File: config.mk
export PLATFORM = sky130hd
export DESIGN_NAME = io_out_uart_tx_flat
export DESIGN_NICKNAME = d
export VERILOG_FILES = /design/src/rtl/io_out_uart_tx_if.sv /design/src/rtl/io_out_uart_tx.sv /design/src/flat_wrapper.sv
export SDC_FILE = /design/constraint.sdc
export NUM_CORES = 1
export LEC_CHECK = 0
export CORE_ASPECT_RATIO = 2
export CORE_UTILIZATION = 41
export CTS_BUF_LIST = sky130_fd_sc_hd__clkbuf_8
export DETAILED_ROUTE_END_ITERATION = 10
export HOLD_SLACK_MARGIN = 0.08
export SLEW_MARGIN = 0
export SYNTH_ARGS = -nofsm -noshare
export SYNTH_HDL_FRONTEND = slang
export SYNTH_SLANG_ARGS = --single-unit
File: constraint.sdc
create_clock -name clk -period 3.85 [get_ports clk]
set_input_delay 0.5775 -clock clk [delete_from_list [all_inputs] [get_ports clk]]
set_output_delay 0.5775 -clock clk [all_outputs]
set_load 0.03 [all_outputs]
File: src/rtl/io_out_uart_tx_if.sv
// Output channel between the core and the UART transmitter: data word, one-cycle request, busy.
// Latency: none, the interface only carries wires.
// Backpressure: out_busy from the slave tells the master to hold off issuing out_req.
//
// Signals:
//   out_data  [31:0]  word from the core, valid while out_req=1
//   out_req           one-cycle push request
//   out_busy          1 = consumer cannot take another word
interface io_out_uart_tx_if;
  logic [31:0] out_data;
  logic        out_req;
  logic        out_busy;

  modport master (
    output out_data,
    output out_req,
    input  out_busy
  );

  modport slave (
    input  out_data,
    input  out_req,
    output out_busy
  );
endinterface

File: src/rtl/io_out_uart_tx.sv
// Byte FIFO + 8N1 UART transmitter (LSB first) consuming the core's output channel.
// Latency: word accepted at edge t from an idle, empty state -> pop at t+1 -> start bit on txd at t+2.
// Backpressure: registered out_busy while free FIFO space < OUT_BYTES; requests made while busy are dropped and set overflow.
//
// Ports:
//   clk        clock, rising edge
//   rst        asynchronous active-high reset
//   ou         slave side of io_out_uart_tx_if (out_data, out_req in; out_busy out)
//   txd        UART serial line, idle high
//   tx_active  high while a frame (start..stop) is on txd
//   overflow   sticky: a request arrived while out_busy was high
module io_out_uart_tx #(
  parameter int CLK_PER_BAUD = 868,
  parameter int FIFO_DEPTH   = 16,
  parameter int OUT_BYTES    = 1
) (
  input  logic                clk,
  input  logic                rst,
  io_out_uart_tx_if.slave     ou,
  output logic                txd,
  output logic                tx_active,
  output logic                overflow
);

  localparam int PTR_W  = $clog2(FIFO_DEPTH);
  localparam int CNT_W  = $clog2(FIFO_DEPTH + 1);
  localparam int BCNT_W = $clog2(CLK_PER_BAUD);

  localparam logic [PTR_W-1:0]  PTR_STEP  = PTR_W'(OUT_BYTES);
  localparam logic [CNT_W-1:0]  CNT_STEP  = CNT_W'(OUT_BYTES);
  localparam logic [CNT_W-1:0]  CNT_DEPTH = CNT_W'(FIFO_DEPTH);
  localparam logic [BCNT_W-1:0] BCNT_LAST = BCNT_W'(CLK_PER_BAUD - 1);

  typedef enum logic [1:0] {
    IDLE  = 2'd0,
    START = 2'd1,
    DATA  = 2'd2,
    STOP  = 2'd3
  } state_t;

  // ---------------------------------------------------------------------------
  // FIFO bookkeeping
  // ---------------------------------------------------------------------------
  logic [7:0]       fifo_mem [FIFO_DEPTH];
  logic [PTR_W-1:0] wr_ptr_q, wr_ptr_d;
  logic [PTR_W-1:0] rd_ptr_q, rd_ptr_d;
  logic [CNT_W-1:0] count_q, count_d;
  logic             busy_q, busy_d;
  logic             overflow_q, overflow_d;

  state_t           state_q;
  logic [BCNT_W-1:0] bcnt_q;
  logic [2:0]       bit_idx_q;
  logic [7:0]       shift_q;
  logic             txd_q;
  logic             tx_active_q;

  logic             push;
  logic             pop;

  // Only the low OUT_BYTES bytes of the word are stored.
  logic             unused_data;
  assign unused_data = ^ou.out_data;

  always_comb begin
    push       = ou.out_req && !busy_q;
    pop        = (state_q == IDLE) && (count_q != '0);
    wr_ptr_d   = push ? (wr_ptr_q + PTR_STEP) : wr_ptr_q;
    rd_ptr_d   = pop  ? (rd_ptr_q + PTR_W'(1)) : rd_ptr_q;
    count_d    = count_q + (push ? CNT_STEP : '0) - (pop ? CNT_W'(1) : '0);
    // Busy is computed from the post-update count and registered, so out_busy
    // has no combinational dependency on out_req.
    busy_d     = (CNT_DEPTH - count_d) < CNT_STEP;
    overflow_d = overflow_q | (ou.out_req & busy_q);
  end

  always_ff @(posedge clk or posedge rst) begin
    if (rst) begin
      wr_ptr_q   <= '0;
      rd_ptr_q   <= '0;
      count_q    <= '0;
      busy_q     <= 1'b0;
      overflow_q <= 1'b0;
    end else begin
      wr_ptr_q   <= wr_ptr_d;
      rd_ptr_q   <= rd_ptr_d;
      count_q    <= count_d;
      busy_q     <= busy_d;
      overflow_q <= overflow_d;
    end
  end

  // Storage has no reset; occupancy is tracked by the pointers and count.
  always_ff @(posedge clk) begin
    if (push) begin
      for (int b = 0; b < OUT_BYTES; b++) begin
        fifo_mem[wr_ptr_q + PTR_W'(b)] <= ou.out_data[8*b +: 8];
      end
    end
  end

  // ---------------------------------------------------------------------------
  // TX FSM. txd/tx_active are registered from the current state, so the line
  // trails the state by one cycle; every bit still lasts CLK_PER_BAUD cycles.
  // ---------------------------------------------------------------------------
  always_ff @(posedge clk or posedge rst) begin
    if (rst) begin
      state_q     <= IDLE;
      bcnt_q      <= '0;
      bit_idx_q   <= '0;
      shift_q     <= '0;
      txd_q       <= 1'b1;
      tx_active_q <= 1'b0;
    end else begin
      txd_q       <= (state_q == START) ? 1'b0 :
                     (state_q == DATA)  ? shift_q[0] : 1'b1;
      tx_active_q <= (state_q != IDLE);

      unique case (state_q)
        IDLE: begin
          bcnt_q <= '0;
          if (pop) begin
            shift_q <= fifo_mem[rd_ptr_q];
            state_q <= START;
          end
        end
        START: begin
          if (bcnt_q == BCNT_LAST) begin
            bcnt_q    <= '0;
            bit_idx_q <= '0;
            state_q   <= DATA;
          end else begin
            bcnt_q <= bcnt_q + BCNT_W'(1);
          end
        end
        DATA: begin
          if (bcnt_q == BCNT_LAST) begin
            bcnt_q  <= '0;
            shift_q <= {1'b0, shift_q[7:1]};
            if (bit_idx_q == 3'd7) begin
              state_q <= STOP;
            end else begin
              bit_idx_q <= bit_idx_q + 3'd1;
            end
          end else begin
            bcnt_q <= bcnt_q + BCNT_W'(1);
          end
        end
        STOP: begin
          if (bcnt_q == BCNT_LAST) begin
            bcnt_q  <= '0;
            state_q <= IDLE;
          end else begin
            bcnt_q <= bcnt_q + BCNT_W'(1);
          end
        end
        default: begin
          bcnt_q  <= '0;
          state_q <= IDLE;
        end
      endcase
    end
  end

  assign ou.out_busy = busy_q;
  assign txd         = txd_q;
  assign tx_active   = tx_active_q;
  assign overflow    = overflow_q;

endmodule

File: src/flat_wrapper.sv
// flat-port wrapper written by rule: the top's interface ports become plain ports
module io_out_uart_tx_flat 
#(
  parameter int CLK_PER_BAUD = 868,
  parameter int FIFO_DEPTH   = 16,
  parameter int OUT_BYTES    = 1
)
  (clk, rst, txd, tx_active, overflow, ou_out_data, ou_out_req, ou_out_busy);
  io_out_uart_tx_if ou_i ();
  input  logic clk;
  input  logic rst;
  output logic txd;
  output logic tx_active;
  output logic overflow;
  input wire logic [$bits(ou_i.out_data)-1:0] ou_out_data;
  input wire logic [$bits(ou_i.out_req)-1:0] ou_out_req;
  output wire logic [$bits(ou_i.out_busy)-1:0] ou_out_busy;
  assign ou_i.out_data = ou_out_data;
  assign ou_i.out_req = ou_out_req;
  assign ou_out_busy = ou_i.out_busy;
  io_out_uart_tx #(.CLK_PER_BAUD(CLK_PER_BAUD), .FIFO_DEPTH(FIFO_DEPTH), .OUT_BYTES(OUT_BYTES)) u_core (.clk(clk), .rst(rst), .ou(ou_i), .txd(txd), .tx_active(tx_active), .overflow(overflow));
endmodule
* Word-level counts from Yosys, hierarchy flattened
Memory sizes are Yosys's and may differ from the RTL's.
Index checks and enable logic that the tools add are counted.
** Storage, ports and cells
- Register bits :: 40
- Bits in writable memories :: 128
- Input bits :: 35
- Output and inout bits :: 4
- Word-level logic and storage cells :: 66
- Memories :: 1
** Operators by class
- Add/subtract/negate cells :: 7
- $lt $le $gt $ge :: 1
- Eq/ne operators :: 11
- Mux-type cells :: 21
- Bitwise gates (word level) :: 2
- Reduce and logical (&&, ||, !) cells :: 12
** Memories
- u_core.fifo_mem :: depth 16, width 8, read ports 1, clocked after Yosys merged registers in 0, write ports 1, line io_out_uart_tx.sv:44 : logic [7:0] fifo_mem [FIFO_DEPTH];
** Operator list (count)
- $pmux 10 s2 :: 1
- $mux 8 :: 2
- $pmux 8 s2 :: 1
- $add 10x1->10 const B :: 1
- $eq 10x10->1 const B :: 1
- $mux 10 :: 1
- $mux 2 :: 5
- $mux 3 :: 3
- $add 4x1->4 const B :: 2
- $ne 2x2->1 const B :: 4
- $pmux 2 s4 :: 1
- $mux 1 :: 6
- $pmux 3 s2 :: 1
- $reduce_bool 2->1 :: 3
- $add 5x5->5 :: 1
- $lt 5x1->1 const B :: 1
- $reduce_and 5->1 :: 1
- $reduce_bool 5->1 :: 1
- $sub 5x5->5 :: 1
- $sub 5x5->5 const A :: 1
- $eq 2x2->1 const B :: 2
- $ne 2x1->1 const B :: 2
- $reduce_and 4->1 :: 1
- $add 3x1->3 const B :: 1
- 9 further kinds :: 10

* Logic depth before layout (Yosys ltp)
Gate-level depths: netlist of the first run.
- Depth in word-level cells :: 7
- Mapped depth :: 14
- Mapped depth without buffers :: 14

* Worst setup path before layout of the first run
OpenSTA, ideal clock, no wires.
- Kind :: register to register
- Start point :: register u_core.count_q[3]
- End point :: register u_core.busy_q, in the netlist u_core.ou.out_busy
- Setup time :: 94 ps
- Data arrival time :: 3106 ps
- Required time :: 3756 ps
- Setup slack :: 650 ps
- Stages on the path, launching flop included :: 15
- Buffers on the path :: 0
- Period minus slack after synthesis :: 3200 ps
- Path through :: dfrtp_1 -> inv_1 -> ha_1 -> nor4b_1 -> nor2_1 -> ha_1 -> inv_1 -> ha_1 -> inv_1 -> fa_1 -> nand2b_1 -> a21oi_1 -> xor2_1 -> or4_1 -> a211oi_1
** On the way
- Word-level cells in the longest chain between the ends :: 6
- Elaborated cells on any way between the ends :: 7
- Classes of those cells :: add/sub (3); order compare (1); mux (1); reduce/logical (2)
** RTL lines
- start, declared :: line io_out_uart_tx.sv:47 : logic [CNT_W-1:0] count_q, count_d;
- start signal, assigned :: line io_out_uart_tx.sv:87 : count_q <= count_d;
- $reduce_bool 5->1 :: line io_out_uart_tx.sv:67 : pop = (state_q == IDLE) && (count_q != '0);
- $logic_and 1x1->1 :: line io_out_uart_tx.sv:67
- via u_core.pop :: line io_out_uart_tx.sv:59 : logic pop;
- $mux 1 :: line io_out_uart_tx.sv:70 : count_d = count_q + (push ? CNT_STEP : '0) - (pop ? CNT_W'(1) : '0);
- $sub 5x5->5 :: line io_out_uart_tx.sv:70
- $sub 5x5->5 :: line io_out_uart_tx.sv:73 : busy_d = (CNT_DEPTH - count_d) < CNT_STEP;
- $lt 5x1->1 :: line io_out_uart_tx.sv:73
- via u_core.busy_d :: line io_out_uart_tx.sv:48 : logic busy_q, busy_d;
- end signal, assigned :: line io_out_uart_tx.sv:88 : busy_q <= busy_d;
- end, declared :: line io_out_uart_tx.sv:48
The timed path passes the listed nets, and every way through them passes these cells.
A chain may end at the register's enable or synchronous reset.

* Worst setup path in the final report of the first run
- Start point :: register u_core.count_q[2]
- End point :: register u_core.busy_q, in the netlist u_core.ou.out_busy
Same word-level chain as after synthesis.

==> results of run 1 <==
## report_power, final
group	switching (mW)	internal (mW)
clock network	0.596	0.554
registers	0.0773	2.16
logic	0.369	0.244
## sequential cells by signal, summed over array words and instances, names as in the netlist
| register | count |
|---|---|
| u_core.txd | 1 |
| u_core.rd_ptr_q | 4 |
| u_core.count_q | 5 |
| u_core.state_q | 2 |
| u_core.bcnt_q | 10 |
| u_core.tx_active | 1 |
| u_core.bit_idx_q | 3 |
| u_core.fifo_mem | 128 |
| u_core.wr_ptr_q | 4 |
| u_core.shift_q | 8 |
| u_core.ou.out_busy | 1 |
| u_core.overflow | 1 |
## Yosys cell counts, drive strengths merged (4+ instances only)
| library cell | n |
|---|---|
| nand2 | 13 |
| a22oi | 18 |
| ha | 20 |
| a21oi | 27 |
| and2 | 18 |
| mux4 | 32 |
| nor2 | 25 |
| dfrtp | 39 |
| xnor2 | 10 |
| nand3 | 4 |
| xor2 | 7 |
| edfxtp | 128 |
| o21ai | 7 |
| inv | 21 |
| buf | 12 |
## layer usage
| layer | GRT usage (%) | share of wire [%] | vias up |
|---|---|---|---|
| met1 | 17.0 | 35 | 1794 |
| met5 | 0 | 0 | - |
| li1 | - | - | 1646 |
| met2 | 31.3 | 61 | 44 |
| met3 | 3.53 | 2.4 | 11 |
| met4 | 6.12 | 1.5 | 0 |
## final cells by class
class / instances / share of cell area, %
clock inverter: 15 / 1.57
sequential: 168 / 62.6
multi-input combinational: 215 / 25.9
tap: 207 / 3.34
inverter: 21 / 1.02
clock buffer: 17 / 3.02
timing repair buffer: 21 / 2.49
## per-stage QoR
stage / hold WS [ns] / worst slack [ns] / cells / utilization [%] / area, µm²
floorplan: 0.455 / 0.650 / 420 / - / 7060
global placement: 0.438 / 0.476 / 632 / 44.1 / 7390
detailed placement: 0.452 / 0.450 / 632 / 44.1 / 7390
CTS: 0.471 / 0.453 / 664 / 46.2 / 7740
global route: 0.497 / 0.251 / 664 / 46.2 / 7740
finish: 0.462 / 0.538 / 664 / 46.2 / 7740
## cell usage in the layout, fill, tap and decap left out, types with 6 or more instances in the layout
master	Yosys	final
a21oi_1	25	25
clkbuf_8	0	17
mux4_2	26	26
buf_4	2	7
inv_1	21	25
xor2_1	7	7
mux4_1	6	6
xnor2_1	10	10
nor2_1	25	25
nand2_1	13	13
and2_1	18	18
ha_1	20	20
edfxtp_1	128	128
o21ai_0	6	6
dfrtp_1	39	37
a22oi_1	18	18
clkdlybuf4s50_1	0	14
## final timing paths
kind	end	start	cells after the start
min reg2reg	u_core.overflow	u_core.overflow	1
min	u_core.overflow	u_core.overflow	1
max	u_core.ou.out_busy	u_core.count_q[2]	15
min in group asynchronous	u_core.rd_ptr_q[3]	rst	2
max reg2reg	u_core.ou.out_busy	u_core.count_q[2]	15
max in group asynchronous	u_core.txd	rst	3
## cells by family (layout without fill, tap and decap cells)
group,count (synthesis),count (layout),share of synthesized area [%]
buf+inv,37,74,2.92
mux,36,36,11.2
xor+xnor,17,17,2.11
compound gates,59,59,5.21
flops,168,168,68.6
fa+ha+maj,21,21,3.83
simple gates,82,82,6.11
==> impl_metrics.ini, run 1 <==
[outcome]
status = completed

[route]
first_pass_iters = 5
antenna_left = 0
route.detailed.drc = 0
routed_wl_um = 13100
first_iter_violations = 152
post_drt_via_cell_ratio = 5.26
vias = 3495
avgRoutedWirePerCell_um = 19.7

[sta]
skew_ns = 0.0110
fin_tns_setup_ns = 0
fmax_mhz = 302
finalSetupViolations = 0
hold_viol = 0
max_slew.worst_pin.slew_ns = 0.863
finalMaxSlewViolations = 0
grt_setup_unrepaired = no
maxSlewHeadroom_pct = 42.5
period_minus_slack_ns = 3.31
min_period_over_period_pct = 86.0

[logic_synthesis]
synth_ff_type = edfxtp_1
synth_warnings = 0
syn_nets = 476
ys_types = 52
ys_seq_elements = 168
synth_edf_count = 128
ys_seq_area_share_pct = 68.6
syn_inst = 420
avgSynthCellArea_um2 = 16.8
ys_top_cells_by_area = edfxtp_1 54%, dfrtp_1 14%, mux4_2 8.3%, ha_1 3.5%, mux4_1 2.2%
synth_top_area_share_pct = 54.4
synthesis.area_um2 = 7060
yosysTopAreaCell = edfxtp_1
async_flop_share_pct = 23.8

[worst_setup_path]
crit_path_top_delay_cell = or4_1
cp-end-kind = register
crit_fanout = 3
worstPathCellList = inv_1, ha_1, nor4b_1, buf_4, nor2_1, ha_1, inv_1, ha_1, inv_1, fa_1, nand2b_1, a21oi_1, xor2_1, or4_1, a211oi_1
path_buf_inv = 4
reg2reg_slack_ns = 0.54
cp_data_arrival_time_ns = 3.66
worstSetupPathType = register to register
cp.required_ns = 4.20
max_stage_delay_ns = 0.51
critical_path.top_delay_family = adder cells
start_kind = register

[floorplan]
fp-row-count = 67
initial_core_util_pct = 42.1
die_h_um = 188
core_um2 = 16800
dieArea_um2 = 17800
io_pins = 39
die_width_um = 94.8

[clock_tree]
post_cts_buffers = 0
clk_pin_slew_ns = 0.08
cts_inserted_buffers = 17
hold_buffers = 0
clk_path_buf_depth = 2
htreeDepth = 4
cts_tree = yes
root_buffer = clkbuf_8
cts.sinks = 168
worstSkewPairLatency_ns = 0.45
cts_resized = 0

[finish]
seq_area_um2 = 4850
nets = 500
synthToLayoutAreaGrowth_pct = 9.66
drive_above_1_share_pct = 14.9
antennaDiodeCount = 0
fillCellCount = 1461
multi_input_area_um2 = 2010

[worst_hold_path]
hold_class = register to register

[placed_design]
io_buffer_count = 14
routabilityCongestion = 0.769
hpwl_um = 9300

[power_and_ir_drop]
peakVddDrop_uv = 267
p_per_area_nw_per_um2 = 516
p_total_mw = 4.00
cellLeakagePower_nw = 2.76

[global_route]
antenna_found_initial = 0
overflow = 0
grt_use_total_pct = 16.5
grt_max_degree = 36
grt_first_pass_wirelength_um = 21100
grt_pass1_vias = 3855

[flow_run]
drv_cap = 0
(Power assumes the default switching activity.)
==> run 2, diff against run 1 <==
--- a/config.mk
+++ b/config.mk
@@ -6,6 +6,7 @@
 export NUM_CORES = 1
 export LEC_CHECK = 0
 export CORE_ASPECT_RATIO = 2
+export CORE_MARGIN = 4
 export CORE_UTILIZATION = 41
 export CTS_BUF_LIST = sky130_fd_sc_hd__clkbuf_8
 export DETAILED_ROUTE_END_ITERATION = 10
==> impl_metrics.ini, run 2 (synthesized netlist as in run 1, its figures left out) <==
[outcome]
status = completed

[worst_hold_path]
hold_class = input port to async pin

[sta]
hold_viol = 0
finalSetupViolations = 0
hold-worst-slack_ns = 0.441
maxSlewHeadroom_pct = 46.0
skew_ns = 0.0139
grt_setup_unrepaired = no
max_slew.worst_pin.slew_ns = 0.808
min_period_over_period_pct = 87.3
fin_tns_setup_ns = 0
period_minus_slack_ns = 3.36
setup_ws_ns = 0.488
finalMaxSlewViolations = 0
fmax_mhz = 297

[clock_tree]
cts_tree = yes
root_buffer = clkbuf_8
cts.sinks = 168
worstSkewPairLatency_ns = 0.45
clk_path_buf_depth = 2
hold_buffers = 0
clk_pin_slew_ns = 0.09
post_cts_buffers = 0
htreeDepth = 4
cts_resized = 0
cts_inserted_buffers = 17

[finish]
design_area_um2 = 7790
largest_register_ffs = 128
antennaDiodeCount = 0
regMostFlops = u_core.fifo_mem
reg.largest.list = u_core.fifo_mem: 128 flops, u_core.bcnt_q: 10 flops, u_core.shift_q: 8 flops
nets = 500
drive_above_1_share_pct = 15.3
synthToLayoutAreaGrowth_pct = 10.3
mostFrequentLayoutCells = 128 x edfxtp_1, 38 x dfrtp_1, 26 x inv_1, 26 x mux4_2
layout_commonest_cell = edfxtp_1

[power_and_ir_drop]
cellLeakagePower_nw = 2.79
p_per_area_nw_per_um2 = 529
p_total_mw = 4.12
peakVddDrop_uv = 250

[global_route]
grt_pass1_vias = 3963
overflow = 0
grt_first_pass_wirelength_um = 21100
antenna_found_initial = 0
grt_max_degree = 36
grt_use_total_pct = 14.5

[route]
route.detailed.drc = 0
first_iter_violations = 182
vias = 3490
avgRoutedWirePerCell_um = 19.7
post_drt_via_cell_ratio = 5.26
antenna_left = 0
first_pass_iters = 4
routed_wl_um = 13000

[placed_design]
pre_cts_slack_ns = 0.461
routabilityCongestion = 0.783
hpwl_um = 9230
io_buffer_count = 14
placed_area_um2 = 7390

[floorplan]
core_um2 = 16800
die_width_um = 101
fp-row-count = 67
initial_core_util_pct = 41.9
die_h_um = 194
io_pins = 39
dieArea_um2 = 19500

[worst_setup_path]
crit_fanout = 3
cp.required_ns = 4.20
cp-end-kind = register
worstSetupPathType = register to register
cp_data_arrival_time_ns = 3.72
crit_path_start = u_core.count_q[3]
start_kind = register
rr_startpoint = u_core.count_q[3]

[flow_run]
drv_cap = 0
-- run 2: cell count changes in the layout (fill, tap and decap cells not counted), sizes merged --
cell	before	now
bufinv	2	3
clkinv	8	4
inv	25	26
clkbuf	17	19
-- run 2: cell type report --
cell class	instances	area, µm²
Clock buffer	19	262
Fill cell	1452	9060
Timing Repair Buffer	21	193
Clock inverter	13	144
Sequential cell	168	4850
Tap cell	207	259
Multi-Input combinational cell	215	2010
Inverter	21	78.8
-- run 2: power breakdown --
part | switching, mW | internal (mW)
sequential | 0.0791 | 2.16
combinational | 0.373 | 0.245
clock | 0.603 | 0.664
-- run 2: stage by stage --
step           utilization [%]  cells
3_5_place_dp              43.8    632
5_1_grt                   46.2    664
6_report                  46.2    664
2_1_floorplan                -    420
4_1_cts                   46.2    664
3_3_place_gp              43.8    632
-- run 2: worst paths after layout --
path                                 endpoint  depth (start not counted)  slack, ns
min in group clk              u_core.overflow                          1       0.46
max reg2reg                u_core.ou.out_busy                         15       0.49
max in group asynchronous  u_core.rd_ptr_q[0]                          3       2.63
max                        u_core.ou.out_busy                         15       0.49
min reg2reg                   u_core.overflow                          1       0.46
min                          u_core.bcnt_q[8]                          2       0.44
-- run 2: per-layer routing --
| layer | global-route usage (%) | vias up | part of all wire [%] |
|---|---|---|---|
| li1 | - | 1648 | - |
| met1 | 14.6 | 1787 | 35 |
| met2 | 27.8 | 39 | 61 |
| met3 | 3.17 | 16 | 2.0 |
| met4 | 5.40 | 0 | 1.9 |
| met5 | 0 | - | 0 |
-- run 2: worst max-delay path, cell delays in order, from the launching register on --
cell      delay (ns)
dfrtp_1         0.40
inv_1           0.08
ha_1            0.13
nor4b_1         0.27
buf_4           0.18
nor2_1          0.05
ha_1            0.28
inv_1           0.05
ha_1            0.15
inv_1           0.05
fa_1            0.40
nand2b_1        0.16
a21oi_1         0.16
xor2_1          0.12
or4_1           0.52
a211oi_1        0.26
